**config.mk**
```make
export PLATFORM = sky130hd
export DESIGN_NAME = mem_crc_ctrl_flat
export DESIGN_NICKNAME = d
export VERILOG_FILES = /design/src/rtl/mem_crc_ctrl_pkg.sv /design/src/rtl/mem_crc_ctrl_if.sv /design/src/rtl/mem_crc_ctrl_crc8_serial.sv /design/src/rtl/mem_crc_ctrl.sv /design/src/flat_wrapper.sv
export SDC_FILE = /design/constraint.sdc
export NUM_CORES = 1
export LEC_CHECK = 0
export ABC_AREA = 1
export CAP_MARGIN = 25
export CORE_MARGIN = 3
export CORE_UTILIZATION = 48
export CTS_BUF_LIST = sky130_fd_sc_hd__clkbuf_4
export CTS_CLUSTER_DIAMETER = 40
export DETAILED_ROUTE_END_ITERATION = 12
export DONT_BUFFER_PORTS = 1
export PLACE_DENSITY = 0.65
export REMOVE_ABC_BUFFERS = 1
export SKIP_LAST_GASP = 1
export SLEW_MARGIN = 10
export SYNTH_ARGS = -nofsm -noshare
export SYNTH_HDL_FRONTEND = slang
export SYNTH_HIERARCHICAL = 1
export SYNTH_SLANG_ARGS = --single-unit
```
**constraint.sdc**
```tcl
create_clock -name clk -period 2.1 [get_ports clk]
set_clock_uncertainty 0.05 [all_clocks]
set_input_delay 0.315 -clock clk [delete_from_list [all_inputs] [get_ports clk]]
set_output_delay 0.315 -clock clk [all_outputs]
set_load 0.005 [all_outputs]
```
**src/rtl/mem_crc_ctrl_pkg.sv**
```systemverilog
// Shared constants and FSM state type for the CRC-protected memory controller.
package mem_access_pkg;

   localparam int unsigned DATA_W = 8;
   localparam int unsigned CRC_W  = 8;

   localparam logic [CRC_W-1:0] CRC8_POLY = 8'h07;
   localparam logic [CRC_W-1:0] CRC8_INIT = 8'h00;

   typedef enum logic [2:0] {
      ST_IDLE,
      ST_READ,
      ST_CAP,
      ST_CALC,
      ST_WRITE,
      ST_CHECK,
      ST_RESP
   } state_e;

endpackage

```
**src/rtl/mem_crc_ctrl_if.sv**
```systemverilog
// Requester and storage signals of the CRC memory controller.
// slave  : the controller side, master : requester plus storage side.
interface mem_crc_ctrl_if #(
   parameter int unsigned ADDR_W = 4
);

   logic                                                req_valid;
   logic                                                req_ready;
   logic                                                req_we;
   logic [ADDR_W-1:0]                                   req_addr;
   logic [mem_access_pkg::DATA_W-1:0]                   req_wdata;
   logic                                                rsp_valid;
   logic                                                rsp_ready;
   logic [mem_access_pkg::DATA_W-1:0]                   rsp_rdata;
   logic                                                rsp_err;
   logic                                                mem_we;
   logic                                                mem_re;
   logic [ADDR_W-1:0]                                   mem_addr;
   logic [mem_access_pkg::DATA_W+mem_access_pkg::CRC_W-1:0] mem_wdata;
   logic [mem_access_pkg::DATA_W+mem_access_pkg::CRC_W-1:0] mem_rdata;

   modport slave (
      input  req_valid, req_we, req_addr, req_wdata, rsp_ready, mem_rdata,
      output req_ready, rsp_valid, rsp_rdata, rsp_err,
             mem_we, mem_re, mem_addr, mem_wdata
   );

   modport master (
      output req_valid, req_we, req_addr, req_wdata, rsp_ready, mem_rdata,
      input  req_ready, rsp_valid, rsp_rdata, rsp_err,
             mem_we, mem_re, mem_addr, mem_wdata
   );

endinterface

```
**src/rtl/mem_crc_ctrl_crc8_serial.sv**
```systemverilog
// Bit-serial CRC-8 (poly 0x07, init 0x00, MSB first), one bit per enabled cycle.
module crc8_serial
   import mem_access_pkg::*;
(
   input  logic             clk,
   input  logic             rst,
   input  logic             clear,
   input  logic             enable,
   input  logic             bit_in,
   output logic [CRC_W-1:0] crc
);

   logic [CRC_W-1:0] crc_q;

   // LFSR update: shift left, fold in the polynomial when the outgoing bit differs from the input
   always_ff @(posedge clk or posedge rst) begin
      if (rst) begin
         crc_q <= CRC8_INIT;
      end else if (clear) begin
         crc_q <= CRC8_INIT;
      end else if (enable) begin
         crc_q <= {crc_q[CRC_W-2:0], 1'b0} ^ ((crc_q[CRC_W-1] ^ bit_in) ? CRC8_POLY : '0);
      end
   end

   assign crc = crc_q;

endmodule

```
**src/rtl/mem_crc_ctrl.sv**
```systemverilog
// CRC-protected memory access controller: writes store {data, crc8(data)},
// reads recompute the CRC over the stored data and flag a mismatch.
// Optional feature macro: MEM_CRC_ERR_CNT_EN adds a saturating err_cnt output.
module mem_crc_ctrl
   import mem_access_pkg::*;
#(
   parameter int unsigned ADDR_W = 4
)
(
   input  logic          clk,
   input  logic          rst,
   mem_crc_ctrl_if.slave bus
`ifdef MEM_CRC_ERR_CNT_EN
   ,
   output logic [7:0]    err_cnt
`endif
);

   state_e              state_q;
   logic                we_q;
   logic [ADDR_W-1:0]   addr_q;
   logic [DATA_W-1:0]   data_q;
   logic [DATA_W-1:0]   shift_q;
   logic [CRC_W-1:0]    crc_ref_q;
   logic [2:0]          cnt_q;
   logic                req_ready_q;
   logic                rsp_valid_q;
   logic [DATA_W-1:0]   rsp_rdata_q;
   logic                rsp_err_q;
   logic                mem_we_q;
   logic                mem_re_q;

   logic                crc_clear;
   logic                crc_en;
   logic [CRC_W-1:0]    crc;

   assign crc_clear = (state_q == ST_IDLE);
   assign crc_en    = (state_q == ST_CALC);

   crc8_serial u_crc (
      .clk    (clk),
      .rst    (rst),
      .clear  (crc_clear),
      .enable (crc_en),
      .bit_in (shift_q[DATA_W-1]),
      .crc    (crc)
   );

   // Command sequencer with registered handshake and storage strobes
   always_ff @(posedge clk or posedge rst) begin
      if (rst) begin
         state_q     <= ST_IDLE;
         we_q        <= 1'b0;
         addr_q      <= '0;
         data_q      <= '0;
         shift_q     <= '0;
         crc_ref_q   <= '0;
         cnt_q       <= '0;
         req_ready_q <= 1'b1;
         rsp_valid_q <= 1'b0;
         rsp_rdata_q <= '0;
         rsp_err_q   <= 1'b0;
         mem_we_q    <= 1'b0;
         mem_re_q    <= 1'b0;
      end else begin
         case (state_q)
            ST_IDLE: begin
               if (bus.req_valid) begin
                  we_q        <= bus.req_we;
                  addr_q      <= bus.req_addr;
                  data_q      <= bus.req_wdata;
                  shift_q     <= bus.req_wdata;
                  cnt_q       <= '0;
                  req_ready_q <= 1'b0;
                  if (bus.req_we) begin
                     state_q <= ST_CALC;
                  end else begin
                     state_q  <= ST_READ;
                     mem_re_q <= 1'b1;
                  end
               end
            end
            ST_READ: begin
               mem_re_q <= 1'b0;
               state_q  <= ST_CAP;
            end
            ST_CAP: begin
               data_q    <= bus.mem_rdata[DATA_W+CRC_W-1:CRC_W];
               shift_q   <= bus.mem_rdata[DATA_W+CRC_W-1:CRC_W];
               crc_ref_q <= bus.mem_rdata[CRC_W-1:0];
               cnt_q     <= '0;
               state_q   <= ST_CALC;
            end
            ST_CALC: begin
               shift_q <= {shift_q[DATA_W-2:0], 1'b0};
               cnt_q   <= cnt_q + 3'd1;
               if (cnt_q == 3'd7) begin
                  if (we_q) begin
                     state_q  <= ST_WRITE;
                     mem_we_q <= 1'b1;
                  end else begin
                     state_q <= ST_CHECK;
                  end
               end
            end
            ST_WRITE: begin
               mem_we_q    <= 1'b0;
               rsp_valid_q <= 1'b1;
               rsp_rdata_q <= '0;
               rsp_err_q   <= 1'b0;
               state_q     <= ST_RESP;
            end
            ST_CHECK: begin
               rsp_valid_q <= 1'b1;
               rsp_rdata_q <= data_q;
               rsp_err_q   <= (crc != crc_ref_q);
               state_q     <= ST_RESP;
            end
            ST_RESP: begin
               if (bus.rsp_ready) begin
                  rsp_valid_q <= 1'b0;
                  rsp_rdata_q <= '0;
                  rsp_err_q   <= 1'b0;
                  req_ready_q <= 1'b1;
                  state_q     <= ST_IDLE;
               end
            end
            default: begin
               state_q <= ST_IDLE;
            end
         endcase
      end
   end

   // The final CRC bit lands on the same edge that enters WRITE, so the
   // write word is formed from live registers gated by the strobe.
   assign bus.mem_wdata = mem_we_q ? {data_q, crc} : '0;
   assign bus.mem_we    = mem_we_q;
   assign bus.mem_re    = mem_re_q;
   assign bus.mem_addr  = addr_q;
   assign bus.req_ready = req_ready_q;
   assign bus.rsp_valid = rsp_valid_q;
   assign bus.rsp_rdata = rsp_rdata_q;
   assign bus.rsp_err   = rsp_err_q;

`ifdef MEM_CRC_ERR_CNT_EN
   logic [7:0] err_cnt_q;

   // Saturating count of CRC errors delivered to the requester
   always_ff @(posedge clk or posedge rst) begin
      if (rst) begin
         err_cnt_q <= '0;
      end else if ((state_q == ST_RESP) && bus.rsp_ready && rsp_err_q && (err_cnt_q != 8'hFF)) begin
         err_cnt_q <= err_cnt_q + 8'd1;
      end
   end

   assign err_cnt = err_cnt_q;
`endif

endmodule

```
**src/flat_wrapper.sv**
```systemverilog
// flat-port wrapper written by rule: the top's interface ports become plain ports
module mem_crc_ctrl_flat import mem_access_pkg::*;
#(
   parameter int unsigned ADDR_W = 4
)
  (clk, rst, bus_req_valid, bus_req_we, bus_req_addr, bus_req_wdata, bus_rsp_ready, bus_mem_rdata, bus_req_ready, bus_rsp_valid, bus_rsp_rdata, bus_rsp_err, bus_mem_we, bus_mem_re, bus_mem_addr, bus_mem_wdata);
  mem_crc_ctrl_if #(.ADDR_W(ADDR_W)) bus_i ();
  input  logic clk;
  input  logic rst;
  input wire logic [$bits(bus_i.req_valid)-1:0] bus_req_valid;
  input wire logic [$bits(bus_i.req_we)-1:0] bus_req_we;
  input wire logic [$bits(bus_i.req_addr)-1:0] bus_req_addr;
  input wire logic [$bits(bus_i.req_wdata)-1:0] bus_req_wdata;
  input wire logic [$bits(bus_i.rsp_ready)-1:0] bus_rsp_ready;
  input wire logic [$bits(bus_i.mem_rdata)-1:0] bus_mem_rdata;
  output wire logic [$bits(bus_i.req_ready)-1:0] bus_req_ready;
  output wire logic [$bits(bus_i.rsp_valid)-1:0] bus_rsp_valid;
  output wire logic [$bits(bus_i.rsp_rdata)-1:0] bus_rsp_rdata;
  output wire logic [$bits(bus_i.rsp_err)-1:0] bus_rsp_err;
  output wire logic [$bits(bus_i.mem_we)-1:0] bus_mem_we;
  output wire logic [$bits(bus_i.mem_re)-1:0] bus_mem_re;
  output wire logic [$bits(bus_i.mem_addr)-1:0] bus_mem_addr;
  output wire logic [$bits(bus_i.mem_wdata)-1:0] bus_mem_wdata;
  assign bus_i.req_valid = bus_req_valid;
  assign bus_i.req_we = bus_req_we;
  assign bus_i.req_addr = bus_req_addr;
  assign bus_i.req_wdata = bus_req_wdata;
  assign bus_i.rsp_ready = bus_rsp_ready;
  assign bus_i.mem_rdata = bus_mem_rdata;
  assign bus_req_ready = bus_i.req_ready;
  assign bus_rsp_valid = bus_i.rsp_valid;
  assign bus_rsp_rdata = bus_i.rsp_rdata;
  assign bus_rsp_err = bus_i.rsp_err;
  assign bus_mem_we = bus_i.mem_we;
  assign bus_mem_re = bus_i.mem_re;
  assign bus_mem_addr = bus_i.mem_addr;
  assign bus_mem_wdata = bus_i.mem_wdata;
  mem_crc_ctrl #(.ADDR_W(ADDR_W)) u_core (.clk(clk), .rst(rst), .bus(bus_i));
endmodule
```
==> results.sh <==
export IMPL_r2r_start="u_core/state_q[0]"
export IMPL_cp_arrival_ns=1.45
export IMPL_synth_compound_area_share_pct=8.52
export IMPL_design_core_area_mm2=0.00564
export IMPL_holdWs_ns=0.0308
export IMPL_crit_buf_inv=1
export IMPL_cts_path_max_buffers=2
export IMPL_leakage_uw=0.00176
export IMPL_cp_max_fo=18
export IMPL_synth_top_family_by_area="simple AND/OR/NAND/NOR gates"
export IMPL_total_power_uw=4520
export IMPL_initial_core_util_pct=51.0
export IMPL_hold_violations=0
export IMPL_path_delay_family="flip-flops"
export IMPL_final_common_cell="nand2_1"
export IMPL_synth_seq_cells=56
export IMPL_dp_cells=440
export IMPL_grt_util_all_layers_pct=19.8
export IMPL_drt_vias_per_instance=5.04
export IMPL_via_count=2340
export IMPL_area_growth_pct=9.95
export IMPL_htree_num_levels=2
export IMPL_final_cell_mix="160 x nand2_1, 56 x inv_1, 55 x dfrtp_1, 22 x o21ai_0, 21 x nand3_1"
export IMPL_met1_length_mm=2.91
export IMPL_cap_viol_max_count=0
export IMPL_critical_path_class="reg2out"
export IMPL_r2r_end="u_core/bus.mem_addr[2]"
export IMPL_slowest_stage="dfrtp_1"
export IMPL_syn_cell_area_mm2=0.00288
export IMPL_slew_headroom_pct=51.7
export IMPL_rows=27
export IMPL_hpwl_mm=4.58
export IMPL_path_depth=2
export IMPL_root_buffer="clkbuf_4"
export IMPL_die_height_um=83.4
export IMPL_grt_pass1_wl_mm=11.3
export IMPL_grt_ovfl_total=0
export IMPL_portBuffers=0
export IMPL_drcViolationCount=0
export IMPL_finalSetupViolations=0
export IMPL_synth_fa_ha_area_share_pct=0.869
export IMPL_final_cell_count_no_fill=464
export IMPL_power_frac_seq_pct=43.0
export IMPL_period_share_pct=86.4
export IMPL_p_per_area_mw_per_mm2=1430
export IMPL_switching_share_pct=44.4
export IMPL_fmax_mhz=551
export IMPL_r2r_cells=6
export IMPL_seq_area_frac_synth_pct=48.7
export IMPL_combPwrFrac_pct=43.8
export IMPL_grt_max_degree=23
export IMPL_antenna_found_initial=0
export IMPL_cp_end_kind="output port"
export IMPL_syn_inst=373
export IMPL_fin_crit_ns=1.81
export IMPL_diodes=0
export IMPL_cpPeakStageDelay_ns=0.84
export IMPL_internal_power_uw=2510
export IMPL_hp_start="bus_req_valid"
export IMPL_globalplace_congestion=0.850
export IMPL_cp_start_kind="register"
export IMPL_dieWidth_um=83.4
export IMPL_wl_met2_mm=3.15
export IMPL_rsz0062_at_grt="no"
export IMPL_hold_class="in2reg"
export IMPL_ys_types=29
export IMPL_synth_area_per_cell_um2=7.72
export IMPL_setup_tns_ns=0
export IMPL_routedWlPerCell_um=14.0
export IMPL_drt_total_wl_mm=6.49
export IMPL_clkLatencyLatePin_ns=0.38
export IMPL_met3_length_um=334
export IMPL_crit_chain="nand2_1, inv_1"
export IMPL_worst_pin_slew_ns=0.724
export IMPL_routed_top_layer="met4"
export IMPL_slew_violations=0
export IMPL_layout_drive_gt1_share_pct=10.2
export IMPL_synthSimpleGateAreaFrac_pct=29.8
export IMPL_ff2ff_setup_slack_ns=0.37
export IMPL_cts_sinks=56
export IMPL_clock_power_share_pct=13.2
export IMPL_numCtsBuffers=5
export IMPL_synthMuxAreaShare_pct=0
export IMPL_cts_tree="built"
export IMPL_crit_start="u_core/bus.mem_we"
export IMPL_io_pins=66
export IMPL_synthXorXnorAreaFrac_pct=1.22
export IMPL_die_area_mm2=0.00696
export IMPL_ys_warn_count=6
export IMPL_grt_pass1_vias=2371
export IMPL_cts_resized_gates=0
export IMPL_required_ns=1.74
export IMPL_crit_path_end="bus_mem_wdata[9]"
export IMPL_dr_pass1_iters=4
export IMPL_p_sw_uw=2000
export IMPL_irDropWorstVdd_v=0.000731
export IMPL_final_nets=426
export IMPL_clk_pin_slew_worst_paths_ns=0.16
export IMPL_drtIter0Drc=216
export IMPL_drtAntennaViolNets=0
export IMPL_status="complete, no violations"
synthesized netlist by cell type (all sizes together):
| cell | instances | area share, % |
|---|---|---|
| a21oi | 1 | 0.17 |
| nand2 | 166 | 23 |
| a31oi | 2 | 0.43 |
| clkbuf | 2 | 0.26 |
| ha | 2 | 0.87 |
| dfstp | 1 | 0.91 |
| inv | 64 | 8.6 |
| o22ai | 3 | 0.65 |
| o21ai | 32 | 6.7 |
| nand3b | 1 | 0.26 |
| o211ai | 2 | 0.52 |
| nand3 | 22 | 4.0 |
| nor2 | 10 | 2.2 |
| dfrtp | 55 | 48 |
| buf | 6 | 2.0 |
| xnor2 | 4 | 1.2 |
how the worst min path moves through the flow:
stage / end / slack, ns / cells past startpoint
floorplan: u_core/u_crc/crc[0] / 0.08 / 1
global placement: u_core/crc_ref_q[1] / 0.12 / 1
detailed placement: u_core/crc_ref_q[1] / 0.12 / 1
CTS: u_core/crc_ref_q[6] / 0.005 / 2
global route: u_core/crc_ref_q[0] / 0.004 / 2
finish: u_core/bus.req_ready / 0.03 / 3
sequential cells by signal, indices dropped and copies added, names as in the netlist, 3 cells and up:
name,count
u_core/bus.mem_addr,4
u_core/bus.rsp_rdata,8
u_core/cnt_q,3
u_core/crc_ref_q,8
u_core/data_q,8
u_core/shift_q,8
u_core/state_q,3
u_core/u_crc/crc,8
area by class of cell:
class,instances,area [um2]
Clock inverter,2,35.0
Fill cell,525,2480
Sequential cell,56,1400
Tap cell,72,90.1
Inverter,64,248
Multi-Input combinational cell,245,1160
Clock buffer,6,45.0
Timing Repair Buffer,19,183
per-layer routing:
| layer | GRT usage, % | up-vias |
|---|---|---|
| met5 | 0 | - |
| met4 | 5.85 | 0 |
| met3 | 5.16 | 10 |
| met2 | 32.5 | 65 |
| met1 | 25.7 | 1096 |
| li1 | - | 1169 |
repair_timing:
item                                    in CTS  in global routing
setup buffers                                0                  0
hold buffers                                15                  1
endpoints found under the setup margin       0                  0
hold endpoints to repair                    30                  1
through the flow:
| stage | setup WS [ns] | utilization (%) | instance area, um2 |
|---|---|---|---|
| finish | 0.286 | 56.1 | 3170 |
| global route | 0.113 | 56.1 | 3170 |
| CTS | 0.218 | 55.9 | 3160 |
| detailed placement | 0.459 | 51.9 | 2930 |
| global placement | 0.522 | 51.9 | 2930 |
| floorplan | 0.576 | - | 2810 |
cell families (layout without fill, tap and decap cells):
| logic type | after synthesis | in the layout |
|---|---|---|
| fa+ha+maj | 2 | 2 |
| simple gates | 199 | 199 |
| compound gates | 40 | 40 |
| buf+inv | 72 | 91 |
| flops | 56 | 56 |
| xor+xnor | 4 | 4 |
power by group through the flow:
stage / clock network (uW) / logic, uW / registers (uW)
3_5_place_dp: 0 / 1950 / 1960
3_3_place_gp: 0 / 1890 / 1950
5_1_grt: 667 / 2290 / 2010
4_1_cts: 614 / 1990 / 1940
2_1_floorplan: 0 / 1550 / 1860
6_report: 595 / 1980 / 1940
worst reg2reg max path, stage by stage (launching register included):
cell	delay, ns
dfrtp_1	0.50
nor2_2	0.21
nand2_4	0.10
inv_8	0.11
nand3_1	0.08
dlygate4sd3_1	0.56
nand2_1	0.07
No activity file was read; power rests on OpenSTA's default activity.
